--- src/rtl/ipod_pkg.sv ---
// Shared definitions for the flash-to-audio playback path.
//   FLASH_ADDR_W / FLASH_DATA_W / AUDIO_SAMPLE_W : default bus widths
//   AVALON_BYTEENABLE : full-word byte enable for every flash read
//   state_e    : sample-sequencer states in flash_sample_reader
//   rd_state_e : phases of the Avalon read master
package ipod_pkg;

    localparam int unsigned FLASH_ADDR_W   = 23;
    localparam int unsigned FLASH_DATA_W   = 32;
    localparam int unsigned AUDIO_SAMPLE_W = 16;

    localparam logic [3:0] AVALON_BYTEENABLE = 4'b1111;

    typedef enum logic [2:0] {
        StIdle,
        StReq,
        StWaitData,
        StWaitTick0,
        StOut0,
        StWaitTick1,
        StOut1,
        StDone
    } state_e;

    typedef enum logic [1:0] {
        RdIdle,
        RdReq,
        RdWait
    } rd_state_e;

endpackage

--- src/rtl/avalon_read_master.sv ---
// Single-word Avalon-MM read master with read-data timeout.
// Ports:
//   clk, rst              : clock, asynchronous active-high reset
//   req                   : one-cycle launch pulse; latches req_address, clears timeout_err
//   req_address           : word address to read
//   granted               : one-cycle pulse on the edge the read command is accepted
//   ack                   : one-cycle pulse on the edge word is captured (data or timeout)
//   word                  : captured read data (zero after a timeout)
//   timeout_err           : sticky, set when readdatavalid never arrived
//   flash_read/address    : Avalon command outputs
//   flash_waitrequest/readdata/readdatavalid : Avalon response inputs
module avalon_read_master
    import ipod_pkg::*;
#(
    parameter int unsigned ADDR_W      = FLASH_ADDR_W,
    parameter int unsigned DATA_W      = FLASH_DATA_W,
    parameter int unsigned TIMEOUT_CYC = 255
) (
    input  logic              clk,
    input  logic              rst,
    input  logic              req,
    input  logic [ADDR_W-1:0] req_address,
    output logic              granted,
    output logic              ack,
    output logic [DATA_W-1:0] word,
    output logic              timeout_err,
    output logic              flash_read,
    output logic [ADDR_W-1:0] flash_address,
    input  logic              flash_waitrequest,
    input  logic [DATA_W-1:0] flash_readdata,
    input  logic              flash_readdatavalid
);

    localparam int unsigned CNT_W = $clog2(TIMEOUT_CYC + 1);
    localparam logic [CNT_W-1:0] CNT_MAX = CNT_W'(TIMEOUT_CYC);

    rd_state_e         rd_state_q, rd_state_d;
    logic [ADDR_W-1:0] addr_q, addr_d;
    logic [DATA_W-1:0] word_q, word_d;
    logic [CNT_W-1:0]  count_q, count_d;
    logic              timeout_q, timeout_d;

    always_ff @(posedge clk or posedge rst) begin
        if (rst) begin
            rd_state_q <= RdIdle;
            addr_q     <= '0;
            word_q     <= '0;
            count_q    <= '0;
            timeout_q  <= 1'b0;
        end else begin
            rd_state_q <= rd_state_d;
            addr_q     <= addr_d;
            word_q     <= word_d;
            count_q    <= count_d;
            timeout_q  <= timeout_d;
        end
    end

    always_comb begin
        rd_state_d = rd_state_q;
        addr_d     = addr_q;
        word_d     = word_q;
        count_d    = count_q;
        timeout_d  = timeout_q;
        case (rd_state_q)
            RdIdle: begin
                if (req) begin
                    addr_d     = req_address;
                    timeout_d  = 1'b0;
                    rd_state_d = RdReq;
                end
            end
            RdReq: begin
                if (!flash_waitrequest) begin
                    count_d    = '0;
                    rd_state_d = RdWait;
                end
            end
            RdWait: begin
                // Data arriving on the final counted cycle still wins over the timeout.
                if (flash_readdatavalid) begin
                    word_d     = flash_readdata;
                    rd_state_d = RdIdle;
                end else if (count_q == CNT_MAX) begin
                    word_d     = '0;
                    timeout_d  = 1'b1;
                    rd_state_d = RdIdle;
                end else begin
                    count_d = count_q + CNT_W'(1);
                end
            end
            default: rd_state_d = RdIdle;
        endcase
    end

    assign flash_read    = (rd_state_q == RdReq);
    assign flash_address = addr_q;
    assign granted       = flash_read && !flash_waitrequest;
    assign ack           = (rd_state_q == RdWait) &&
                           (flash_readdatavalid || (count_q == CNT_MAX));
    assign word          = word_q;
    assign timeout_err   = timeout_q;

endmodule

--- src/rtl/flash_sample_reader.sv ---
// Reads one 32-bit word from flash and plays its two 16-bit samples out on
// successive sample ticks, then pulses finish back to the address handler.
// Ports:
//   clk, rst            : clock, asynchronous active-high reset
//   start               : request, accepted only while idle
//   address, reverse    : word address and playback direction, latched on accepted start
//   sample_tick         : audio-rate strobe
//   flash_*             : Avalon-MM read master interface to the flash controller
//   audio_out           : current sample, held between updates
//   audio_valid         : one-cycle pulse when audio_out updates
//   finish              : one-cycle pulse after both samples are emitted
//   busy                : high whenever not idle
//   timeout_err         : sticky read-timeout flag, cleared by the next accepted start
module flash_sample_reader
    import ipod_pkg::*;
#(
    parameter int unsigned ADDR_W      = FLASH_ADDR_W,
    parameter int unsigned DATA_W      = FLASH_DATA_W,
    parameter int unsigned SAMPLE_W    = AUDIO_SAMPLE_W,
    parameter int unsigned TIMEOUT_CYC = 255
) (
    input  logic                clk,
    input  logic                rst,
    input  logic                start,
    input  logic [ADDR_W-1:0]   address,
    input  logic                reverse,
    input  logic                sample_tick,
    output logic                flash_read,
    output logic [ADDR_W-1:0]   flash_address,
    output logic [3:0]          flash_byteenable,
    input  logic                flash_waitrequest,
    input  logic [DATA_W-1:0]   flash_readdata,
    input  logic                flash_readdatavalid,
    output logic [SAMPLE_W-1:0] audio_out,
    output logic                audio_valid,
    output logic                finish,
    output logic                busy,
    output logic                timeout_err
);

    state_e              state_q, state_d;
    logic [SAMPLE_W-1:0] audio_q, audio_d;
    logic                reverse_q, reverse_d;

    logic              rd_req;
    logic              rd_granted;
    logic              rd_ack;
    logic [DATA_W-1:0] rd_word;

    logic [SAMPLE_W-1:0] lo_sample;
    logic [SAMPLE_W-1:0] hi_sample;

    avalon_read_master #(
        .ADDR_W      (ADDR_W),
        .DATA_W      (DATA_W),
        .TIMEOUT_CYC (TIMEOUT_CYC)
    ) u_read_master (
        .clk                 (clk),
        .rst                 (rst),
        .req                 (rd_req),
        .req_address         (address),
        .granted             (rd_granted),
        .ack                 (rd_ack),
        .word                (rd_word),
        .timeout_err         (timeout_err),
        .flash_read          (flash_read),
        .flash_address       (flash_address),
        .flash_waitrequest   (flash_waitrequest),
        .flash_readdata      (flash_readdata),
        .flash_readdatavalid (flash_readdatavalid)
    );

    assign lo_sample = rd_word[SAMPLE_W-1:0];
    assign hi_sample = rd_word[DATA_W-1:SAMPLE_W];

    always_ff @(posedge clk or posedge rst) begin
        if (rst) begin
            state_q   <= StIdle;
            audio_q   <= '0;
            reverse_q <= 1'b0;
        end else begin
            state_q   <= state_d;
            audio_q   <= audio_d;
            reverse_q <= reverse_d;
        end
    end

    always_comb begin
        state_d   = state_q;
        audio_d   = audio_q;
        reverse_d = reverse_q;
        rd_req    = 1'b0;
        case (state_q)
            StIdle: begin
                if (start) begin
                    rd_req    = 1'b1;
                    reverse_d = reverse;
                    state_d   = StReq;
                end
            end
            StReq: begin
                if (rd_granted) state_d = StWaitData;
            end
            StWaitData: begin
                if (rd_ack) state_d = StWaitTick0;
            end
            // Ticks are only honoured once resident in a tick-wait state, so a tick
            // coincident with the entering edge is deliberately dropped.
            StWaitTick0: begin
                if (sample_tick) begin
                    audio_d = reverse_q ? hi_sample : lo_sample;
                    state_d = StOut0;
                end
            end
            StOut0: state_d = StWaitTick1;
            StWaitTick1: begin
                if (sample_tick) begin
                    audio_d = reverse_q ? lo_sample : hi_sample;
                    state_d = StOut1;
                end
            end
            StOut1:  state_d = StDone;
            StDone:  state_d = StIdle;
            default: state_d = StIdle;
        endcase
    end

    assign audio_out        = audio_q;
    assign audio_valid      = (state_q == StOut0) || (state_q == StOut1);
    assign finish           = (state_q == StDone);
    assign busy             = (state_q != StIdle);
    assign flash_byteenable = AVALON_BYTEENABLE;

endmodule

--- config.mk ---
export PLATFORM = sky130hd
export DESIGN_NAME = flash_sample_reader
export DESIGN_NICKNAME = d
export VERILOG_FILES = /design/src/rtl/ipod_pkg.sv /design/src/rtl/avalon_read_master.sv /design/src/rtl/flash_sample_reader.sv
export SDC_FILE = /design/constraint.sdc
export NUM_CORES = 1
export LEC_CHECK = 0
export BUFFER_PORTS_ARGS = -buffer_cell sky130_fd_sc_hd__buf_2
export CORE_UTILIZATION = 28
export CTS_CLUSTER_SIZE = 12
export DETAILED_ROUTE_END_ITERATION = 10
export HOLD_SLACK_MARGIN = 0.1
export PLACE_DENSITY = 0.55
export RECOVER_POWER = 100
export SYNTH_ARGS = -nofsm -noshare
export SYNTH_HDL_FRONTEND = slang
export SYNTH_SLANG_ARGS = --single-unit
--- constraint.sdc ---
create_clock -name clk -period 4.9 [get_ports clk]
set_clock_uncertainty 0.1 [all_clocks]
set_input_delay 0 -clock clk [delete_from_list [all_inputs] [get_ports clk]]
set_output_delay 0 -clock clk [all_outputs]
set_load 0.02 [all_outputs]
# Word-level counts from Yosys, hierarchy flattened
# Index checks and enable logic that the tools add are counted.
# op_classes
add_sub_neg	1
n_eq_ne	21
mux	28
n_reduce_logical	20
# ops
operator	count
2-to-1 mux 16 bit	4
2-to-1 mux 32 bit	2
one-hot mux 16 bit (2 select lines)	1
2-to-1 mux 8 bit	3
one-hot mux 3 bit (8 select lines)	1
inequality test 2 bit (second input constant)	10
one-hot mux 8 bit (2 select lines)	1
2-to-1 mux 3 bit	5
== test 3 bit (second input constant)	4
adder 8 x 1 -> 8 bit (second input constant)	1
== test 8 bit (second input constant)	1
2-to-1 mux 2 bit	4
AND reduction 4 bit	2
nonzero test 2 bit	4
== test 3 x 2 -> 1 bit (second input constant)	2
one-hot mux 2 bit (3 select lines)	1
AND reduction 2 bit	3
AND reduction 3 bit	2
2-to-1 mux 1 bit	5
AND reduction 5 bit	1
== test 3 x 1 -> 1 bit (second input constant)	1
logical NOT 3 bit	1
inequality test 3 bit (second input constant)	1
nonzero test 3 bit	1
7 further kinds	9
# word_totals
register_bits	86
inputBits	62
output_inout_bits	48
elab_cells	78

# Longest topological paths before layout
# Gate-level depths: netlist of the first run.
# logic_depth
ltp_word	5
depth_mapped	8
mapped_depth_nobuf	6

# Cells and area by module
# Synthesis of the first run repeated with hierarchy kept, for this count alone.
# hier_totals
hier_cells	287
hier_area_um2	3699.8
# modules_own_cells
module	n_inst	cells_each	area_per_inst_um2	seq_area_each_um2
avalon_read_master	1	183	2611.3	1651.6
flash_sample_reader	1	104	1088.5	500.5

# Least setup slack after synthesis of the first run
# No wires, ideal clock.
# synth_timing
kind	flip-flop to flip-flop
startpoint	register state_q[0]
endpoint	register u_read_master.addr_q[8], in the netlist u_read_master.flash_address[8]
setup_ps	128
t_arrival_ps	1704
required_time_ps	4672
path_slack_ps	2969
path_stages_with_launch	8
path_buffers	2
period_less_slack_ps	1931
cell_sequence	dfrtp_1 -> inv_1 -> ha_1 -> nand3b_1 -> or3_1 -> buf_2 -> buf_6 -> mux2_1
# synth_via
elab_chain_cells	3
# synth_rtl
item	line	source
start, declared	flash_sample_reader.sv:41	state_e state_q, state_d;
start signal, assigned	flash_sample_reader.sv:78	state_q <= StIdle;
start signal, assigned	flash_sample_reader.sv:82	state_q <= state_d;
logical NOT 3 bit	flash_sample_reader.sv:93	case (state_q)
2-to-1 mux 1 bit	flash_sample_reader.sv:93	
AND reduction 2 bit (no line)	--	
end signal, assigned	avalon_read_master.sv:52	addr_q <= addr_d;
end, declared	avalon_read_master.sv:38	logic [ADDR_W-1:0] addr_q, addr_d;
# Every way passes these cells.
# A chain may end at the register's enable or synchronous reset.

# Worst setup path in the final report of the first run
# layout_timing
startpoint	register state_q[0]
endpoint	register u_read_master.addr_q[18], in the netlist u_read_master.flash_address[18]
# Same word-level chain as after synthesis.

==> flow_metrics.env, run 1 <==
export IMPL_outcome="complete, but fails checks"
export IMPL_violations="capacitance limit, slew limit"
export IMPL_rsz0062_at_grt="no"
export IMPL_insertion_delay_ps=330
export IMPL_synth_compound_area_share_pct=6.95
export IMPL_synth_largest_area_cell="dfrtp_1"
export IMPL_vias_per_cell=4.51
export IMPL_cp_max_fo=23
export IMPL_cts_resized=0
export IMPL_dp_hpwl_mm=5.82
export IMPL_hold_viol=0
export IMPL_cts_tree="built"
export IMPL_antenna_left=0
export IMPL_fmax_ghz=0.369
export IMPL_grt_usage_pct=13.4
export IMPL_postCtsHoldBufs=61
export IMPL_maxSlewViolCount=87
export IMPL_drv_cap=1
export IMPL_cts_buffers=9
export IMPL_first_iter_violations=176
export IMPL_fp_dieW_microns=120
export IMPL_slowest_stage="clkbuf_1"
export IMPL_vias=3201
export IMPL_synth_top_family_by_area="simple AND/OR/NAND/NOR gates"
export IMPL_io_buffers=105
export IMPL_fin_crit_ps=2710
export IMPL_synth_yosys_seq_area_share_pct=55.1
export IMPL_tightest_slew_ps=2100
export IMPL_cpPeakStageDelay_ps=960
export IMPL_cts_sinks=86
export IMPL_grt_max_degree=87
export IMPL_gp_congestion=0.755
export IMPL_power_density_nw_per_um2=567
export IMPL_grt_pass1_vias=3200
export IMPL_ir_worst_vdd_mv=0.250
export IMPL_drc=0
export IMPL_grt_pass1_wl_mm=15.2
export IMPL_slew_headroom_pct=-39.7
export IMPL_drt_pass1_iterations=5
export IMPL_die_area_sq_um=14400
export IMPL_synthSimpleGateAreaFrac_pct=18.9
export IMPL_syn_avg_cell_area_sq_um=10.6
export IMPL_crit_required_ps=5010
export IMPL_use_met2_pct=22.9
export IMPL_top_usage_layer="met2"
export IMPL_top_level_ports=110
export IMPL_post_route_period_util_pct=55.3
export IMPL_postRouteWirelength_mm=9.05
export IMPL_clkTransAtPathRegs_ps=60
export IMPL_syn_cell_area_sq_um=3900
export IMPL_grtUsageMet3_pct=3.61
export IMPL_hold_path_class="in -> reg"
export IMPL_path_cells="inv_1, ha_1, nand3b_1, or3_1, clkbuf_1, mux2_1"
export IMPL_synth_mux_area_share_pct=12.5
export IMPL_area_delta_synth_final_pct=37.1
export IMPL_post_cts_buffers=0
export IMPL_start_util_pct=29.1
export IMPL_nets=596
export IMPL_leakagePower_nw=2.53
export IMPL_num_antenna_cells=0
export IMPL_wl_per_cell_microns=12.7
export IMPL_final_setup_viol_count=0
export IMPL_synthTopCellsByArea="dfrtp_1 (55%), nand2_1 (8.6%), nand3_1 (4.5%), mux2_1 (4.3%), mux2i_1 (4.1%)"
export IMPL_worst_setup_path_type="reg -> reg"
export IMPL_start_kind="flip-flop"
export IMPL_yosysWarnings=0
export IMPL_ys_ff_latch=86
export IMPL_core_sq_um=13400
export IMPL_synth_top_area_share_pct=55.1
export IMPL_h_tree_depth=3
export IMPL_cp_end_kind="flip-flop"
export IMPL_dieHeight_microns=120
export IMPL_ys_types=41
export IMPL_clockBufferDepth=2
export IMPL_antenna_found_initial=0
export IMPL_synthAdderAreaFrac_pct=1.60
export IMPL_rows=42
export IMPL_tns_ps=0
export IMPL_synth_xor_area_share_pct=0.417
export IMPL_grt_overflow=0
export IMPL_use_met1_pct=16.5
export IMPL_cp_arrival_ps=2820
export IMPL_holdWs_ps=119
export IMPL_drive_gt1_share_pct=15.7
export IMPL_syn_inst=369
export IMPL_clockRootBuffer="clkbuf_16"
cells by family after synthesis:
group	after synthesis
AND/OR/NAND/NOR	156
flip-flops	86
AO/OA/AOI/OAI	46
multiplexers	42
buffers and inverters	32
adder cells (fa/ha/maj)	5
other	1
XOR/XNOR	1
registers in the layout, summed over array words and instances, names as in the netlist:
signal / flops
u_read_master.flash_address: 23
audio_out: 16
state_q: 3
reverse_q: 1
u_read_master.timeout_err: 1
u_read_master.count_q: 8
u_read_master.word: 32
u_read_master.rd_state_q: 2
where the power goes:
part | internal, mW | switching [mW]
logic | 0.456 | 0.722
registers | 1.02 | 0.184
clock network | 0.386 | 0.266
total | 1.86 | 1.17
final cells by class:
cell class / count / area, sq um
clock buffer: 14 / 274
clock inverter: 2 / 15.0
fill: 1381 / 8050
inverter: 6 / 23.8
multi-input combinational: 254 / 1550
sequential: 86 / 2150
tap: 176 / 220
timing repair buffer: 172 / 1110
synthesized netlist by cell type (all sizes together):
| library cell | number |
|---|---|
| conb | 1 |
| inv | 6 |
| nor2 | 2 |
| dfrtp | 86 |
| nor2b | 2 |
| xor2 | 1 |
| mux2 | 26 |
| o2111ai | 1 |
| clkbuf | 14 |
| nor3b | 1 |
| o21ai | 21 |
| and2b | 1 |
| o31ai | 7 |
| buf | 12 |
| mux2i | 16 |
| or3b | 1 |
| and2 | 3 |
| or3 | 1 |
| a21oi | 11 |
| or4 | 6 |
| o22ai | 1 |
| nor3 | 3 |
| and4 | 3 |
| nand4 | 3 |
| nor4 | 1 |
| nand3b | 2 |
| nand2b | 3 |
| nand2 | 89 |
| o211a | 1 |
| o211ai | 2 |
| o21a | 1 |
| a21o | 1 |
| nand3 | 35 |
| ha | 5 |
placed cells by master, fill, tap and decap left out, types with 4 or more instances in the layout:
cell type and count:
nand2_1 89, dfrtp_1 86, dlygate4sd3_1 61, buf_2 60, clkbuf_1 49, nand3_1 35
mux2_1 23, o21ai_0 20, mux2i_1 16, a21oi_1 11, clkbuf_16 9, o31ai_1 7
or4_1 6, inv_1 5, ha_1 5, conb_1 4
final timing paths:
| kind | cells after the start | slack [ps] | start | end |
|---|---|---|---|---|
| setup / recovery | 6 | 2190 | state_q[0] | u_read_master.flash_address[18] |
| hold reg to reg | 2 | 380 | audio_out[15] | audio_out[15] |
| max in group asynchronous | 4 | 2580 | rst | u_read_master.word[5] |
| hold / removal | 5 | 120 | sample_tick | state_q[1] |
| setup reg to reg | 6 | 2190 | state_q[0] | u_read_master.flash_address[18] |
| min in group asynchronous | 4 | 890 | rst | u_read_master.flash_address[1] |
per-layer routing:
layer | up-vias | routed length [microns]
met5 | - | 0
met4 | 0 | 116
met3 | 15 | 472
met2 | 94 | 4270
met1 | 1514 | 4190
li1 | 1578 | -
through the flow:
step	std cells	total power, mW	setup WS [ps]	area [sq um]	util, %
5_1_grt	710	3.27	1980	5350	39.9
2_1_floorplan	372	2.09	2580	3920	-
3_5_place_dp	633	2.45	2520	4560	34.0
6_report	710	3.04	2190	5350	39.9
4_1_cts	710	3.17	2530	5460	40.7
3_3_place_gp	633	2.42	2590	4560	34.0
worst max-delay path: cells and delay by family, from the launching register on:
kind / cells / cell delay, ps
AND/OR/NAND/NOR: 2 / 330
buffers and inverters: 2 / 1050
flip-flops: 1 / 420
adder cells (fa/ha/maj): 1 / 260
multiplexers: 1 / 400
Power figures use the tool's default switching activity.
==> inputs of run 2 (changes only) <==
==> constraint.sdc (replaced) <==
create_clock -name clk -period 2.7 [get_ports clk]
set_clock_uncertainty 0.1 [all_clocks]
set_input_delay 0 -clock clk [delete_from_list [all_inputs] [get_ports clk]]
set_output_delay 0 -clock clk [all_outputs]
set_load 0.02 [all_outputs]
==> flow_metrics.env, run 2 (synthesized netlist as in run 1, its figures left out) <==
export IMPL_outcome="completed"
export IMPL_h_tree_depth=3
export IMPL_hold_viol=0
export IMPL_drive_gt1_share_pct=17.0
export IMPL_finalCoreUtilization_pct=40.7
export IMPL_antenna_left=0
export IMPL_clockRootBuffer="clkbuf_16"
export IMPL_final_setup_viol_count=0
export IMPL_path_delay_family="buffers and inverters"
export IMPL_cts_buffers=9
export IMPL_dp_cells=636
export IMPL_fmax_ghz=0.455
export IMPL_maxSlewViolCount=0
export IMPL_path_cells="ha_1, and2_0, nand4_1, clkbuf_1, a21oi_1, o22ai_1"
export IMPL_rsz0062_at_grt="no"
export IMPL_final_cell_mix="nand2_1 (89), dfrtp_1 (86), dlygate4sd3_1 (60), buf_2 (60), clkbuf_1 (46)"
export IMPL_grt_usage_pct=13.9
export IMPL_clkTransAtPathRegs_ps=60
export IMPL_largest_reg_flops=32
export IMPL_fin_crit_ps=2200
export IMPL_power_density_nw_per_um2=1080
export IMPL_num_antenna_cells=0
export IMPL_layout_commonest_cell="nand2_1"
export IMPL_drc=0
export IMPL_antenna_found_initial=0
export IMPL_start_kind="flip-flop"
export IMPL_n_fill_cell=1351
export IMPL_slew_headroom_pct=31.8
export IMPL_dp_hpwl_mm=6.22
export IMPL_postCtsHoldBufs=60
export IMPL_cts_resized=0
export IMPL_cpPeakStageDelay_ps=640
export IMPL_vias=3246
export IMPL_ir_worst_vdd_mv=0.392
export IMPL_area_delta_synth_final_pct=39.8
export IMPL_post_cts_buffers=0
export IMPL_fin_total_pwr_mw=5.90
export IMPL_clockBufferDepth=2
export IMPL_cts_tree="built"
export IMPL_holdWs_ps=138
export IMPL_grt_overflow=0
export IMPL_drt_pass1_iterations=4
export IMPL_io_buffers=105
export IMPL_dieHeight_microns=120
export IMPL_wl_per_cell_microns=13.2
export IMPL_cp_end_kind="flip-flop"
export IMPL_grt_max_degree=48
export IMPL_insertion_delay_ps=340
export IMPL_tightest_slew_ps=1020
export IMPL_cts_sinks=86
export IMPL_top_level_ports=110
export IMPL_start_util_pct=29.1
export IMPL_grt_pass1_wl_mm=15.6
export IMPL_drv_cap=0
export IMPL_grt_pass1_vias=3245
export IMPL_nets=598
export IMPL_die_area_sq_um=14400
export IMPL_path_buf_inv=1
export IMPL_fp_dieW_microns=120
export IMPL_core_sq_um=13400
export IMPL_cp_arrival_ps=2350
export IMPL_leakagePower_nw=2.59
export IMPL_vias_per_cell=4.56
export IMPL_instances_no_fill=712
export IMPL_cp_max_fo=18
export IMPL_worst_setup_path_type="reg -> reg"
export IMPL_slowest_stage="clkbuf_1"
export IMPL_post_route_period_util_pct=81.4
export IMPL_postRouteWirelength_mm=9.43
export IMPL_gp_congestion=0.912
export IMPL_first_iter_violations=127
export IMPL_crit_required_ps=2850
export IMPL_rows=42
export IMPL_tns_ps=0
export IMPL_hold_path_class="in -> reg"
-- run 2: changes by cell type in the layout (fill, tap and decap cells not counted), sizes merged --
cell / before / now
clkbuf: 62 / 60
bufinv: 0 / 4
dlygate4sd3: 61 / 60
clkinvlp: 3 / 0
buf: 63 / 65
clkinv: 0 / 2
-- run 2: worst reg2reg max path, delay by kind of cell, from the launching register on --
kind | cells | cell delay (ps)
AND/OR/NAND/NOR | 2 | 270
AO/OA/AOI/OAI | 2 | 400
buffers and inverters | 1 | 640
flip-flops | 1 | 430
adder cells (fa/ha/maj) | 1 | 260
-- run 2: area by class of cell --
class	instances	area [sq um]	share of cell area, %
multi-input combinational	254	1560	28.5
clock inverter	5	129	2.36
clock buffer	11	253	4.63
inverter	6	23.8	0.435
tap	176	220	4.03
sequential	86	2150	39.4
timing repair buffer	174	1130	20.6
-- run 2: worst paths after layout --
path	cells past startpoint	from	slack, ps	to
hold / removal	5	sample_tick	140	state_q[1]
hold reg to reg	2	audio_out[4]	380	audio_out[4]
min in group asynchronous	3	rst	220	u_read_master.flash_address[4]
setup reg to reg	6	u_read_master.count_q[0]	500	u_read_master.timeout_err
max in group asynchronous	4	rst	800	u_read_master.word[21]
setup / recovery	6	u_read_master.count_q[0]	500	u_read_master.timeout_err
-- run 2: power by group --
part / leakage [nW] / switching (mW) / internal [mW]
Sequential: 1.09 / 0.326 / 1.85
Clock: 0.186 / 0.506 / 1.05
Combinational: 1.31 / 1.34 / 0.830
-- run 2: metal layers --
layer | share of wire (%) | GRT usage, % | vias up
li1 | - | - | 1582
met1 | 45 | 16.5 | 1545
met2 | 48 | 23.7 | 111
met3 | 6.2 | 4.09 | 8
met4 | 1.1 | 4.92 | 0
met5 | 0 | 0 | -
-- run 2: per-stage QoR --
stage | setup WS [ps] | cell area [sq um]
final | 502 | 5460
after global routing | 335 | 5460
after detailed placement | 632 | 4590
after CTS | 622 | 5580
after floorplan | 378 | 3920
after global placement | 717 | 4590
==> inputs of run 3 (changes only) <==
--- a/config.mk
+++ b/config.mk
@@ -10,7 +10,7 @@
 export CTS_CLUSTER_SIZE = 12
 export DETAILED_ROUTE_END_ITERATION = 10
 export HOLD_SLACK_MARGIN = 0.1
-export PLACE_DENSITY = 0.55
+export PLACE_DENSITY = 0.57
 export RECOVER_POWER = 100
 export SYNTH_ARGS = -nofsm -noshare
 export SYNTH_HDL_FRONTEND = slang
==> constraint.sdc (replaced) <==
create_clock -name clk -period 1.9 [get_ports clk]
set_clock_uncertainty 0.1 [all_clocks]
set_input_delay 0 -clock clk [delete_from_list [all_inputs] [get_ports clk]]
set_output_delay 0 -clock clk [all_outputs]
set_load 0.02 [all_outputs]
==> flow_metrics.env, run 3 (synthesized netlist as in run 1, its figures left out) <==
export IMPL_reg2reg_from="state_q[1]"
export IMPL_tightest_slew_ps=1070
export IMPL_crit_required_ps=2020
export IMPL_grt_overflow=0
export IMPL_final_area_sq_um=5670
export IMPL_crit_start="state_q[1]"
export IMPL_start_util_pct=29.1
export IMPL_dieHeight_microns=120
export IMPL_placed_cell_area_sq_um=4740
export IMPL_setup_slack_ps=66.7
export IMPL_postRouteWirelength_mm=9.79
export IMPL_rsz0062_at_grt="yes"
export IMPL_vias=3289
export IMPL_dp_hpwl_mm=6.27
export IMPL_grt_pass1_vias=3252
export IMPL_instances_no_fill=726
export IMPL_n_fill_cell=1330
export IMPL_core_sq_um=13400
export IMPL_nets=613
export IMPL_drc=0
export IMPL_clockRootBuffer="clkbuf_16"
export IMPL_antenna_found_initial=0
export IMPL_io_buffers=105
export IMPL_worst_setup_path_type="reg -> reg"
export IMPL_rows=42
export IMPL_cts_buffers=9
export IMPL_top_level_ports=110
export IMPL_drive_gt1_share_pct=23.3
export IMPL_layout_commonest_cell="nand2_1"
export IMPL_cp_max_fo=23
export IMPL_gp_congestion=0.829
export IMPL_slew_headroom_pct=28.2
export IMPL_hold_start="flash_readdata[4]"
export IMPL_maxSlewViolCount=0
export IMPL_cts_tree="built"
export IMPL_first_iter_violations=175
export IMPL_holdWs_ps=278
export IMPL_clockBufferDepth=2
export IMPL_fin_crit_ps=1830
export IMPL_insertion_delay_ps=340
export IMPL_start_kind="flip-flop"
export IMPL_wl_per_cell_microns=13.5
export IMPL_area_delta_synth_final_pct=45.2
export IMPL_h_tree_depth=3
export IMPL_place_ws_ps=41.4
export IMPL_num_antenna_cells=0
export IMPL_fmax_ghz=0.545
export IMPL_hold_viol=0
export IMPL_final_setup_viol_count=0
export IMPL_largest_reg_flops=32
export IMPL_power_density_nw_per_um2=1500
export IMPL_grt_usage_pct=14.1
export IMPL_drv_cap=0
export IMPL_post_route_period_util_pct=96.5
export IMPL_die_area_sq_um=14400
export IMPL_ir_worst_vdd_mv=0.609
export IMPL_antenna_left=0
export IMPL_drt_pass1_iterations=4
export IMPL_grt_pass1_wl_mm=15.7
export IMPL_outcome="completed"
export IMPL_fp_dieW_microns=120
export IMPL_hold_path_class="in -> reg"
export IMPL_finalCoreUtilization_pct=42.3
export IMPL_vias_per_cell=4.53
export IMPL_leakagePower_nw=2.73
export IMPL_r2r_slack_ps=70
export IMPL_cp_arrival_ps=1950
export IMPL_final_cell_mix="nand2_1 (88), dfrtp_1 (86), buf_2 (65)"
export IMPL_dp_cells=645
export IMPL_cts_sinks=86
export IMPL_grt_max_degree=34
export IMPL_clkTransAtPathRegs_ps=60
export IMPL_cp_end_kind="flip-flop"
## run 3: cell count changes in the layout (fill, tap and decap cells not counted), moves of 3 or more
cell / previous run / this run
buf_4: 5 / 15
mux2_1: 24 / 12
clkbuf_2: 3 / 0
o21ai_1: 1 / 5
mux2_4: 0 / 12
o21ai_0: 20 / 16
buf_2: 60 / 65
clkbuf_1: 46 / 41
buf_12: 0 / 4
bufinv_16: 4 / 1
## run 3: stage by stage
stage / TNS, ps / total power, mW
finish: 0 / 8.50
global route: -75.9 / 9.11
CTS: 0 / 8.47
detailed placement: 0 / 6.59
global placement: 0 / 6.48
floorplan: 0 / 5.41
## run 3: layer usage
metal,part of all wire (%),up-vias,global-route usage [%]
met5,0,-,0
met4,1.1,0,4.14
met3,4.9,10,4.33
met2,48,85,24.0
met1,46,1580,17.0
li1,-,1614,-
## run 3: critical path, stage by stage, from the launching register on
cell and delay [ps]:
dfrtp_1 390, inv_2 90, ha_4 160, nand3b_1 100, or3_4 360, buf_12 180
mux2_1 320
## run 3: timing repair
item                                    4_1_cts  5_1_grt
setup buffers                                 0        3
endpoints found under the hold margin       155        1
endpoints found under the setup margin        0       33
resized for setup                             0       11
hold buffers                                 61        1
## run 3: layout make-up
| cell class | count | area [sq um] | area share [%] |
|---|---|---|---|
| repair buffers | 189 | 1330 | 23.4 |
| clock inverters | 4 | 47.5 | 0.838 |
| clock buffers | 11 | 243 | 4.28 |
| inverters | 6 | 23.8 | 0.419 |
| well taps | 176 | 220 | 3.88 |
| flip-flops and latches | 86 | 2150 | 37.9 |
| multi-input cells | 254 | 1660 | 29.2 |
## run 3: path summary, 6_finish.rpt
path                       cells past startpoint                               to
min in group asynchronous                      3  u_read_master.flash_address[17]
max reg2reg                                    6   u_read_master.flash_address[5]
max in group asynchronous                      4            u_read_master.word[2]
min reg2reg                                    2                    audio_out[11]
max                                            6   u_read_master.flash_address[5]
min                                            4            u_read_master.word[4]
## run 3: power by group
group | switching [mW] | internal [mW]
sequential | 0.474 | 2.63
clock | 0.686 | 1.04
combinational | 2.05 | 1.62
